[config.mk]
export PLATFORM = sky130hd
export DESIGN_NAME = if_id_queue
export DESIGN_NICKNAME = d
export VERILOG_FILES = /design/src/rtl/if_id_queue.sv
export SDC_FILE = /design/constraint.sdc
export NUM_CORES = 1
export LEC_CHECK = 0
export ABC_AREA = 1
export CORE_MARGIN = 1
export CORE_UTILIZATION = 35
export DETAILED_ROUTE_END_ITERATION = 8
export REMOVE_ABC_BUFFERS = 1
export SYNTH_ARGS = -nofsm -noshare
export SYNTH_HDL_FRONTEND = slang
export SYNTH_SLANG_ARGS = --single-unit
export TNS_END_PERCENT = 10
[constraint.sdc]
create_clock -name clk -period 6.25 [get_ports clk]
set_input_delay 0.9375 -clock clk [delete_from_list [all_inputs] [get_ports clk]]
set_output_delay 0.9375 -clock clk [all_outputs]
set_load 0.1 [all_outputs]
[src/rtl/if_id_queue.sv]
// Instruction queue between IF and ID: DEPTH-entry circular buffer with valid/ready on both sides.
// Optional zero-latency empty-queue bypass is enabled by defining IFID_BYPASS_EN.

`ifndef ADDR_BUS_WIDTH
`define ADDR_BUS_WIDTH 32
`endif
`ifndef INST_BUS_WIDTH
`define INST_BUS_WIDTH 32
`endif

module if_id_queue #(
  parameter int DEPTH  = 4,
  parameter int ADDR_W = `ADDR_BUS_WIDTH,
  parameter int INST_W = `INST_BUS_WIDTH
) (
  input  logic                       clk,
  input  logic                       rst,
  input  logic                       flush,
  input  logic                       if_valid,
  output logic                       if_ready,
  input  logic [ADDR_W-1:0]          if_pc,
  input  logic [INST_W-1:0]          if_inst,
  input  logic                       if_pre_taken,
  input  logic [ADDR_W-1:0]          if_pre_addr,
  output logic                       id_valid,
  input  logic                       id_ready,
  output logic [ADDR_W-1:0]          id_pc,
  output logic [INST_W-1:0]          id_inst,
  output logic                       id_pre_taken,
  output logic [ADDR_W-1:0]          id_pre_addr,
  output logic [$clog2(DEPTH+1)-1:0] count
);

  localparam int PTR_W = $clog2(DEPTH);
  localparam int CNT_W = $clog2(DEPTH+1);
  localparam logic [CNT_W-1:0] FULL_CNT = CNT_W'(DEPTH);

  typedef struct packed {
    logic [ADDR_W-1:0] pc;
    logic [INST_W-1:0] inst;
    logic              pre_taken;
    logic [ADDR_W-1:0] pre_addr;
  } entry_t;

  entry_t             mem [DEPTH];
  logic [PTR_W-1:0]   wr_ptr;
  logic [PTR_W-1:0]   rd_ptr;
  logic [CNT_W-1:0]   occ;

  entry_t in_entry;
  entry_t head;
  logic   empty;
  logic   full;
  logic   push;
  logic   pop;

  assign in_entry = '{pc: if_pc, inst: if_inst, pre_taken: if_pre_taken, pre_addr: if_pre_addr};
  assign empty    = (occ == '0);
  assign full     = (occ == FULL_CNT);
  assign if_ready = !full;
  assign count    = occ;

  // Array-side pop only; a bypassed entry never touches the pointers.
  assign pop = !empty && id_ready && !flush;

`ifdef IFID_BYPASS_EN
  logic bypass;
  assign bypass = empty && !flush;
  assign push   = if_valid && if_ready && !flush && !(bypass && id_ready);

  always_comb begin
    // NOTE: every output gets a default first so no path can infer a latch.
    id_valid = 1'b0;
    head     = '0;
    if (bypass) begin
      id_valid = if_valid;
      head     = in_entry;
    end else if (!empty) begin
      id_valid = 1'b1;
      head     = mem[rd_ptr];
    end
  end
`else
  assign push = if_valid && if_ready && !flush;

  always_comb begin
    id_valid = 1'b0;
    head     = '0;
    if (!empty) begin
      id_valid = 1'b1;
      head     = mem[rd_ptr];
    end
  end
`endif

  assign id_pc        = head.pc;
  assign id_inst      = head.inst;
  assign id_pre_taken = head.pre_taken;
  assign id_pre_addr  = head.pre_addr;

  // NOTE: payload storage is deliberately not reset; stale entries are masked by the occupancy count.
  always_ff @(posedge clk) begin
    if (push) mem[wr_ptr] <= in_entry;
  end

  // NOTE: sequential state uses non-blocking assignments so all registers update from pre-edge values.
  always_ff @(posedge clk or posedge rst) begin
    if (rst) begin
      wr_ptr <= '0;
      rd_ptr <= '0;
      occ    <= '0;
    end else if (flush) begin
      wr_ptr <= '0;
      rd_ptr <= '0;
      occ    <= '0;
    end else begin
      if (push) wr_ptr <= wr_ptr + 1'b1;
      if (pop)  rd_ptr <= rd_ptr + 1'b1;
      case ({push, pop})
        2'b10:   occ <= occ + 1'b1;
        2'b01:   occ <= occ - 1'b1;
        default: occ <= occ;
      endcase
    end
  end

endmodule

## Word level (Yosys, flattened, before mapping)

Memory sizes are Yosys's and may differ from the RTL's.
Cells that the tools add are included.

- Flip-flop bits (word level): 7
- RAM bits: 388
- Input port bits: 102
- Output and inout bits: 102
- Word-level logic and storage cells: 32
- Memories kept: 1

- $add $sub $neg: 4
- Eq/ne operators: 3
- Multiplexer cells: 10
- Reduce and logical (&&, ||, !) cells: 11

Memory list:

| memory | depth | width | read ports | clocked after memory_dff | wr ports | RTL line | text |
|---|---|---|---|---|---|---|---|
| mem | 4 | 97 | 1 | 0 | 1 | 45 | `entry_t mem [DEPTH];` |

Operators by type and width:

| operator | number |
|---|---|
| two-way mux 97 bit | 1 |
| two-way mux 2 bit | 4 |
| one-hot mux 3 bit (2 select lines) | 1 |
| adder 2 x 1 -> 2 bit (second input constant) | 2 |
| logical AND 1 bit | 4 |
| nonzero test 2 bit | 2 |
| adder 3 x 1 -> 3 bit (second input constant) | 1 |
| == test 3 bit (second input constant) | 1 |
| logical NOT 1 bit | 3 |
| logical NOT 3 bit | 1 |
| two-way mux 1 bit | 3 |
| two-way mux 3 bit | 1 |
| nonzero test 3 bit | 1 |
| subtractor 3 x 1 -> 3 bit (second input constant) | 1 |
| == test 2 x 1 -> 1 bit (second input constant) | 1 |
| == test 2 bit (second input constant) | 1 |

## Logic depth before layout (Yosys ltp)

Gate-level depths: netlist of the first run.

- Depth in word-level cells: 7
- Mapped depth: 12

## Least setup slack after synthesis of the first run

Ideal clock, no wire load.

- Kind: reg-to-reg
- Start point: reg occ[1] (netlist: count[1])
- End point: mem mem[0][0] (netlist bit) (enable)
- Library setup time: 553 ps
- Data arrival time: 6321 ps
- Required time: 5697 ps
- Setup slack: -625 ps
- Stages on the path, launching flop included: 7
- Path buffers: 0
- Path through: dfrtp_1 -> nor2_2 -> nand2_1 -> nand2_1 -> nor2_1 -> inv_1 -> nor2_1

- Cells in the longest elaborated chain, start to end: 6

RTL lines:

| item | RTL line | text |
|---|---|---|
| start, declared | 48 | `logic [CNT_W-1:0] occ;` |
| start signal, assigned | 120 | `2'b10: occ <= occ + 1'b1;` |
| start signal, assigned | 121 | `2'b01: occ <= occ - 1'b1;` |
| == test 3 bit | 59 | `assign full = (occ == FULL_CNT);` |
| logical NOT 1 bit | 60 | `assign if_ready = !full;` |
| via if_ready | 20 | `output logic if_ready,` |
| logical AND 1 bit (2 in a row) | 84 | `assign push = if_valid && if_ready && !flush;` |
| two-way mux 1 bit | 103 | `if (push) mem[wr_ptr] <= in_entry;` |
| two-way mux 1 bit (implied by the code) | 103 |  |
| end, declared | 45 |  |

The timed path passes the listed nets, and every way through them passes these cells.

## Worst setup path in the final report of the first run

- Start point: reg rd_ptr[0]
- End point: out id_pre_addr[22]

- Cells in the longest elaborated chain, start to end: 2

RTL lines:

| item | RTL line | text |
|---|---|---|
| start, declared | 47 | `logic [PTR_W-1:0] rd_ptr;` |
| start signal, assigned | 118 | `if (pop) rd_ptr <= rd_ptr + 1'b1;` |
| memory (4 x 97 bit) | -- |  |
| two-way mux 97 bit | 89 | `if (!empty) begin` |
| end, declared | 30 | `output logic [ADDR_W-1:0] id_pre_addr,` |

Every way passes these cells.

==> results of run 1 <==
-- sequential cells by signal, indices dropped and copies added (netlist names) --
signal and flops:
count 3, mem 388, rd_ptr 2, wr_ptr 2
-- routing by layer --
layer | GRT usage | share of wire
met5 | 0 | 0
met4 | 0.05347 | 0.020
met3 | 0.03338 | 0.055
met2 | 0.2552 | 0.47
met1 | 0.2168 | 0.46
-- stage by stage --
| stage | hold slack (ns) | TNS (ns) | setup WS (ns) |
|---|---|---|---|
| 2_1_floorplan | 0.5796 | -364.01 | -1.264 |
| 3_3_place_gp | 0.5765 | 0 | 2.039 |
| 3_5_place_dp | 0.5817 | 0 | 2.020 |
| 4_1_cts | 0.6022 | 0 | 1.407 |
| 5_1_grt | 0.6387 | 0 | 1.243 |
| 6_report | 0.6001 | 0 | 1.445 |
-- worst max path at each step --
stage | start | slack [ns] | endpoint
6_report | rd_ptr[0] | 1.45 | id_pre_addr[22]
3_5_place_dp | rd_ptr[0] | 2.02 | id_pc[31]
5_1_grt | rd_ptr[0] | 1.24 | id_inst[6]
3_3_place_gp | rd_ptr[0] | 2.04 | id_inst[6]
2_1_floorplan | rd_ptr[0] | -1.26 | id_inst[0]
4_1_cts | rd_ptr[0] | 1.41 | id_inst[6]
-- cell type report --
type | instances | area [um2] | share of cell area
sequential | 395 | 11830 | 0.6112
multi-input combinational | 724 | 3191 | 0.1648
antenna | 1 | 2.502 | 0.0001292
timing repair buffer | 218 | 2195 | 0.1133
clock inverter | 23 | 186.4 | 0.009628
inverter | 15 | 66.31 | 0.003425
tap | 585 | 732.0 | 0.03780
clock buffer | 53 | 1156 | 0.05971
-- cell usage in the layout (no fill, tap or decap) --
| cell type | n |
|---|---|
| clkinv_1 | 9 |
| a21oi_1 | 100 |
| o21ai_1 | 96 |
| nand3_1 | 2 |
| xnor2_1 | 1 |
| nor2_4 | 4 |
| clkinv_2 | 8 |
| clkbuf_16 | 45 |
| clkbuf_1 | 8 |
| inv_4 | 2 |
| o21ai_0 | 102 |
| nand2_1 | 21 |
| nor2_1 | 389 |
| ha_1 | 4 |
| nand2_2 | 1 |
| clkinvlp_4 | 3 |
| bufinv_16 | 3 |
| dfrtp_4 | 2 |
| inv_6 | 1 |
| nor2_2 | 2 |
| inv_2 | 2 |
| clkdlybuf4s50_1 | 203 |
| edfxtp_1 | 388 |
| a21boi_1 | 1 |
| fa_1 | 1 |
| buf_4 | 11 |
| diode_2 | 1 |
| dfrtp_1 | 5 |
| buf_12 | 4 |
| inv_1 | 10 |
-- worst max-delay path, cell delays in order, from the launching register on --
cell and delay [ns]:
dfrtp_4 0.59, inv_6 0.53, buf_12 0.38, o21ai_0 0.16
a21oi_1 0.22, clkdlybuf4s50_1 1.17
-- cells by family (layout without fill, tap and decap cells) --
kind of cell,count (synthesis),in the layout,share of synthesized area
buffers and inverters,89,309,0.02973
flip-flops,395,395,0.7657
XOR/XNOR,1,1,0.0005671
adder cells (fa/ha/maj),5,5,0.004536
AO/OA/AOI/OAI,299,299,0.09704
other,0,1,0
AND/OR/NAND/NOR,419,419,0.1025
==> results.ini, run 1 <==
[final_layout]
finish.instance_area_um2=19360
drive_gt1_frac=0.06162
layout.nets=1503
area_delta_synth_final_pct=25.35
n_fill_cell=3913
final_cells=2014
final_util=0.4475

[placed_design]
gp_congestion=0.7219
dp_cells=1937
dpl.hpwl_mm=19.57
postPlaceCellArea_um2=18020
portBuffers=203

[yosys]
synthDistinctLibCells=22
synthTopCellsByArea=edfxtp_1 (75%), nor2_1 (9.6%), o21ai_0 (3.3%)
netlist_area_um2=15450
seq_area_frac_synth=0.7657
netlist_top_cells_count=nor2_1 (393), edfxtp_1 (388), o21ai_0 (102), a21oi_1 (100), o21ai_1 (96)
synth_top_area_share=0.7543
synth_edf_count=388
syn_area_per_cell_um2=12.79
synth.most_common_cell=nor2_1
synth-seq-cells=395
netlist_instances=1208
yosys_warnings=0
synth_top_area_cell=edfxtp_1
synth-async-reset-ratio=0.01772
synth_ff_type=edfxtp_1

[clocking]
cts_setup_buffers=0
clockBufferDepth=3
cts_tree=yes
cts_resized=0
cts.sinks=395
path_clk_slew_ns=0.05
h-tree-depth=2
clock_latency_ns=0.55
cts_inserted_buffers=42
hold_buffers=0
clock-root-buffer=clkbuf_16

[routing]
firstDrtPassIters=6
totalWireLength_mm=35.67
drt-initial-drc-count=735
wl_per_cell_um=17.71
avgViaCountPerCell=4.807
drc=0
vias=9681
ant_nets=0

[timing]
grt_setup_unrepaired=false
setup-violations-final=0
finClkSkew_ns=0.008885
fin_crit_sh=0.7687
worstMarginPinSlew_ns=1.119
fin_crit_ns=4.805
relSlewSlack=0.2524
hold_viol=0
slew_viol_final=0
fmax_mhz=208.1

[worst_setup_path]
cp_max_fo=107
arrival_ns=3.87
r2r_start=count[0]
cp.required_ns=5.31
crit_type=flip-flop to output pin
critical_path.startpoint_type=flip-flop
critPathCaptureType=output pin
rrSetupSlack_ns=3.32
ff2ff_path_depth=7
r2r_end=mem[2][21]

[hold_path]
holdPathStages=1
hold_path.class=flip-flop to flip-flop
hold_end=count[0]
hold_path_startpoint=count[0]

[die]
die_area_um2=44980
die_y_um=212.1
core.rowCount=76
coreArea_um2=43270
initial_core_util=0.3570
die_w_um=212.1
pin_count=204

[outcome]
status=complete, no violations

[run]
max_cap_viol_count=0

[global_routing]
grt_max_degree=108
grt_overflow=0
antenna_found_initial=1
grt_pass1_vias=9561
grt_pass1_wl_mm=54.70
track_usage=0.1598

Power of run 1 is left out: the tool's default activity adds up to more than one toggle a clock period on the data nets, which glitch-free logic cannot reach.
==> run 2, diff against run 1 <==
==> constraint.sdc (replaced) <==
create_clock -name clk -period 4.74 [get_ports clk]
set_input_delay 0.711 -clock clk [delete_from_list [all_inputs] [get_ports clk]]
set_output_delay 0.711 -clock clk [all_outputs]
set_load 0.1 [all_outputs]
==> run 2 against run 1 <==
  * Final cell count grew 0.15%
  * Sequential share of layout area grew 0.62 points
  * Clock skew shrank 0.0022 ns
  * Sequential cell count is the same
==> results.ini, run 2 (synthesis gave the netlist of run 1 again) <==
[timing]
fin_crit_sh=0.7741
slew_viol_final=0  ; unchanged
hold_viol=0  ; unchanged
relSlewSlack=0.3481  ; +0.09562
finClkSkew_ns=0.006702  ; -0.002183 ns
grt_setup_unrepaired=false
fmax_mhz=272.5
fin_crit_ns=3.669
worstMarginPinSlew_ns=0.9748  ; -0.1438 ns
setup-violations-final=0  ; unchanged

[routing]
firstDrtPassIters=5  ; -1
drt-initial-drc-count=559  ; -24%
avgViaCountPerCell=4.803  ; about the same
ant_nets=0  ; unchanged
drc=0  ; unchanged
totalWireLength_mm=35.91  ; +0.66%
wl_per_cell_um=17.80  ; +0.51%
vias=9688  ; +0.072%

[worst_setup_path]
cp_max_fo=50  ; -53%
crit_start=rd_ptr[1]
critical_path.startpoint_type=flip-flop
critPathCaptureType=output pin
r2r_start=count[1]
arrival_ns=2.96  ; -0.91 ns
cp.required_ns=4.03  ; -1.28 ns
crit_type=flip-flop to output pin

[die]
initial_core_util=0.3570  ; unchanged
die_y_um=212.1  ; unchanged
coreArea_um2=43270  ; unchanged
pin_count=204  ; unchanged
die_w_um=212.1  ; unchanged
core.rowCount=76  ; unchanged
die_area_um2=44980  ; unchanged

[hold_path]
hold_path.class=input port to asynchronous set/reset pin

[placed_design]
postPlaceCellArea_um2=17810  ; -1.2%
dpl.hpwl_mm=19.21  ; -1.9%
portBuffers=203  ; unchanged
gp_congestion=0.7183  ; -0.50%

[global_routing]
grt_overflow=0  ; unchanged
grt_pass1_vias=9334  ; -2.4%
grt_max_degree=111  ; +2.8%
antenna_found_initial=1  ; unchanged
grt_pass1_wl_mm=54.32  ; -0.69%
track_usage=0.1592  ; -0.0006401

[final_layout]
layout_common_cells=nor2_1 (389), edfxtp_1 (388), buf_4 (110), clkdlybuf4s50_1 (106), o21ai_0 (102)
insertedDiodeCount=0  ; -1
area_delta_synth_final_pct=24.10
drive_gt1_frac=0.1285  ; +0.06687
finish.instance_area_um2=19170  ; -1.0%
largest_reg_flops=388  ; unchanged
layout_commonest_cell=nor2_1
layout.nets=1507  ; +0.27%
top_register=mem

[clocking]
cts.sinks=395  ; unchanged
clock_latency_ns=0.55  ; about the same
cts_tree=yes
clock-root-buffer=clkbuf_16
cts_setup_buffers=0  ; unchanged
clockBufferDepth=3  ; unchanged
hold_buffers=0  ; unchanged
cts_inserted_buffers=43  ; +2.4%
path_clk_slew_ns=0.06  ; about the same
cts_resized=0  ; unchanged
h-tree-depth=2  ; unchanged

[run]
max_cap_viol_count=0  ; unchanged

[outcome]
status=complete, no violations

## run 2: final timing paths
| kind | cells after the start | end | slack, ns |
|---|---|---|---|
| max in group asynchronous | 2 | rd_ptr[0] | 4.04 |
| max reg2reg | 7 | mem[2][84] | 2.38 |
| min | 2 | rd_ptr[1] | 0.42 |
| min in group clk | 1 | count[0] | 0.59 |
| max | 6 | id_pc[3] | 1.07 |
| min reg2reg | 1 | count[0] | 0.59 |
## run 2: area by class of cell
type | instances | area, um2
multi-input combinational | 724 | 3191
fill | 3902 | 24100
tap | 585 | 732.0
sequential | 395 | 11830
clock buffer | 62 | 1190
inverter | 15 | 66.31
timing repair buffer | 221 | 1987
clock inverter | 15 | 168.9
## run 2: layer usage
metal	track usage	share of wire
met2	0.2577	0.47
met4	0.05272	0.017
met5	0	0.00050
met3	0.03176	0.055
met1	0.2140	0.45
## run 2: worst max-delay path: stages (launching register included)
cell and delay, ns:
dfrtp_4 0.80, inv_4 0.43, buf_4 0.34, nor2_1 0.12, o21ai_0 0.10, a21oi_1 0.22, buf_4 0.33
## run 2: stage by stage
| step | setup WS (ns) | util | setup TNS [ns] | hold WS [ns] | std cells |
|---|---|---|---|---|---|
| finish | 1.071 | 0.4430 | 0 | 0.4194 | 2017 |
| global route | 0.8447 | 0.4430 | 0 | 0.4330 | 2017 |
| CTS | 0.9935 | 0.4430 | 0 | 0.3943 | 2017 |
| detailed placement | 1.635 | 0.4116 | 0 | 0.5842 | 1940 |
| global placement | 1.641 | 0.4116 | 0 | 0.5727 | 1940 |
| floorplan | -2.548 | - | -1075.64 | 0.5144 | 1134 |
Power of run 2 is left out for the same reason.
==> run 3, diff against run 2 <==
==> constraint.sdc (replaced) <==
create_clock -name clk -period 3.1 [get_ports clk]
set_input_delay 0.465 -clock clk [delete_from_list [all_inputs] [get_ports clk]]
set_output_delay 0.465 -clock clk [all_outputs]
set_load 0.1 [all_outputs]
==> run 3 against run 2 <==
  * Hold slack worse by 0.24 ns
  * Register-to-register slack worse by 1.5 ns
  * Count of clock-buffer cells in the layout down 11
  * Critical path depth down 1
  * Via count up 0.12%
  * Die area unchanged
  * Setup slack worse by 0.92 ns
  * Sequential share of layout area down 3.6 points
  * Non-clock buffer count up 3
  * Core utilization up 2.8 points
  * Final cell count down 0.30%
  * Global-route usage up 0.51 points
  * Critical endpoint is now id_inst[4]
  * Largest cell class unchanged
  * Highest routed layer unchanged
==> results.ini, run 3 (synthesis gave the netlist of run 1 again) <==
[timing]
finClkSkew_ns=0.01225  ; +0.005544 ns
fin_crit_ns=2.946
worstMarginPinSlew_ns=0.6955  ; -0.2794 ns
grt_setup_unrepaired=false
slew_viol_final=0  ; unchanged
setup-violations-final=0  ; unchanged
relSlewSlack=0.5363  ; +0.1883
fmax_mhz=339.5
fin_crit_sh=0.9502
hold_viol=0  ; unchanged

[worst_setup_path]
arrival_ns=2.48  ; -0.48 ns
crit_type=flip-flop to output pin
cp_max_fo=34  ; -32%
critPathCaptureType=output pin
critical_path.startpoint_type=flip-flop
cp.required_ns=2.63  ; -1.40 ns

[die]
die_y_um=212.1  ; unchanged
initial_core_util=0.3570  ; unchanged
die_w_um=212.1  ; unchanged
core.rowCount=76  ; unchanged
pin_count=204  ; unchanged
die_area_um2=44980  ; unchanged
coreArea_um2=43270  ; unchanged

[clocking]
clock-root-buffer=clkbuf_16
cts_tree=yes
clockBufferDepth=3  ; unchanged
cts_inserted_buffers=40  ; -7.0%
cts_setup_buffers=0  ; unchanged
cts_resized=0  ; unchanged
h-tree-depth=2  ; unchanged
clock_latency_ns=0.54  ; about the same
path_clk_slew_ns=0.06  ; about the same
hold_buffers=0  ; unchanged
cts.sinks=395  ; unchanged

[hold_path]
hold_path.class=input port to asynchronous set/reset pin

[routing]
drt-initial-drc-count=630  ; +13%
ant_nets=0  ; unchanged
drc=0  ; unchanged
avgViaCountPerCell=4.823  ; +0.42%
vias=9700  ; +0.12%
wl_per_cell_um=17.89  ; +0.48%
totalWireLength_mm=35.97  ; +0.18%
firstDrtPassIters=5  ; unchanged

[global_routing]
grt_overflow=0  ; unchanged
antenna_found_initial=2  ; +1
grt_max_degree=106  ; -4.5%
track_usage=0.1642  ; +0.005088
grt_pass1_vias=9946  ; +6.6%
grt_pass1_wl_mm=56.20  ; +3.5%

[final_layout]
drive_gt1_frac=0.1311  ; +0.002644
layout_common_cells=nor2_1 (389), edfxtp_1 (388), buf_12 (113), o21ai_0 (102), clkdlybuf4s50_1 (101)
top_register=mem
finish.instance_area_um2=20370  ; +6.3%
layout_commonest_cell=nor2_1
largest_reg_flops=388  ; unchanged
insertedDiodeCount=0  ; unchanged
final_cells=2011  ; -0.30%
layout.nets=1507  ; unchanged
area_delta_synth_final_pct=31.88

[placed_design]
portBuffers=203  ; unchanged
postPlaceCellArea_um2=19170  ; +7.6%
dpl.hpwl_mm=20.22  ; +5.3%
dp_cells=1943  ; +0.15%
gp_congestion=0.7202  ; +0.26%

[outcome]
status=complete, no violations

[run]
max_cap_viol_count=0  ; unchanged

run 3: cell types whose count changed in the layout (fill, tap and decap cells not counted), sizes merged:
cell	delta
clkinvlp	+1
clkdlybuf4s50	-5
clkinv	+1
buf	+8
inv	+2
bufinv	-2
clkbuf	-11
run 3: path summary, 6_finish.rpt:
kind,cells after the start,end,slack [ns],from
min reg2reg,1,count[0],0.59,count[0]
max reg2reg,7,mem[0][12],0.88,count[1]
max,5,id_inst[4],0.15,rd_ptr[0]
min,2,count[2],0.18,rst
min in group clk,1,mem[1][21],0.56,if_pre_addr[21]
max in group asynchronous,2,rd_ptr[0],2.64,rst
run 3: final cells by class:
type | instances | area (um2)
Clock buffer | 51 | 1064
Inverter | 15 | 66.31
Fill cell | 3781 | 22900
Sequential cell | 395 | 11830
Clock inverter | 17 | 135.1
Multi-Input combinational cell | 724 | 3191
Timing Repair Buffer | 224 | 3348
Tap cell | 585 | 732.0
run 3: through the flow:
stage	hold slack, ns	util	setup WS, ns	setup TNS (ns)
6_report	0.1772	0.4708	0.1543	0
5_1_grt	0.1785	0.4708	0.02965	0
4_1_cts	0.1587	0.4708	0.1148	0
3_5_place_dp	0.5811	0.4431	0.5656	0
2_1_floorplan	0.2684	-	-3.942	-1849.73
3_3_place_gp	0.5775	0.4431	0.5618	0
run 3: metal layers:
layer  wire length, um  GRT usage
met1             15950     0.2198
met2             17400     0.2718
met3              2066    0.03678
met4               542    0.03773
met5                12          0
run 3: worst max-delay path, stage by stage, from the launching register on:
cell and delay, ns:
dfrtp_4 0.52, inv_6 0.23, buf_4 0.39, o21ai_0 0.16, a21oi_1 0.39, buf_12 0.23
Power of run 3 is left out for the same reason.
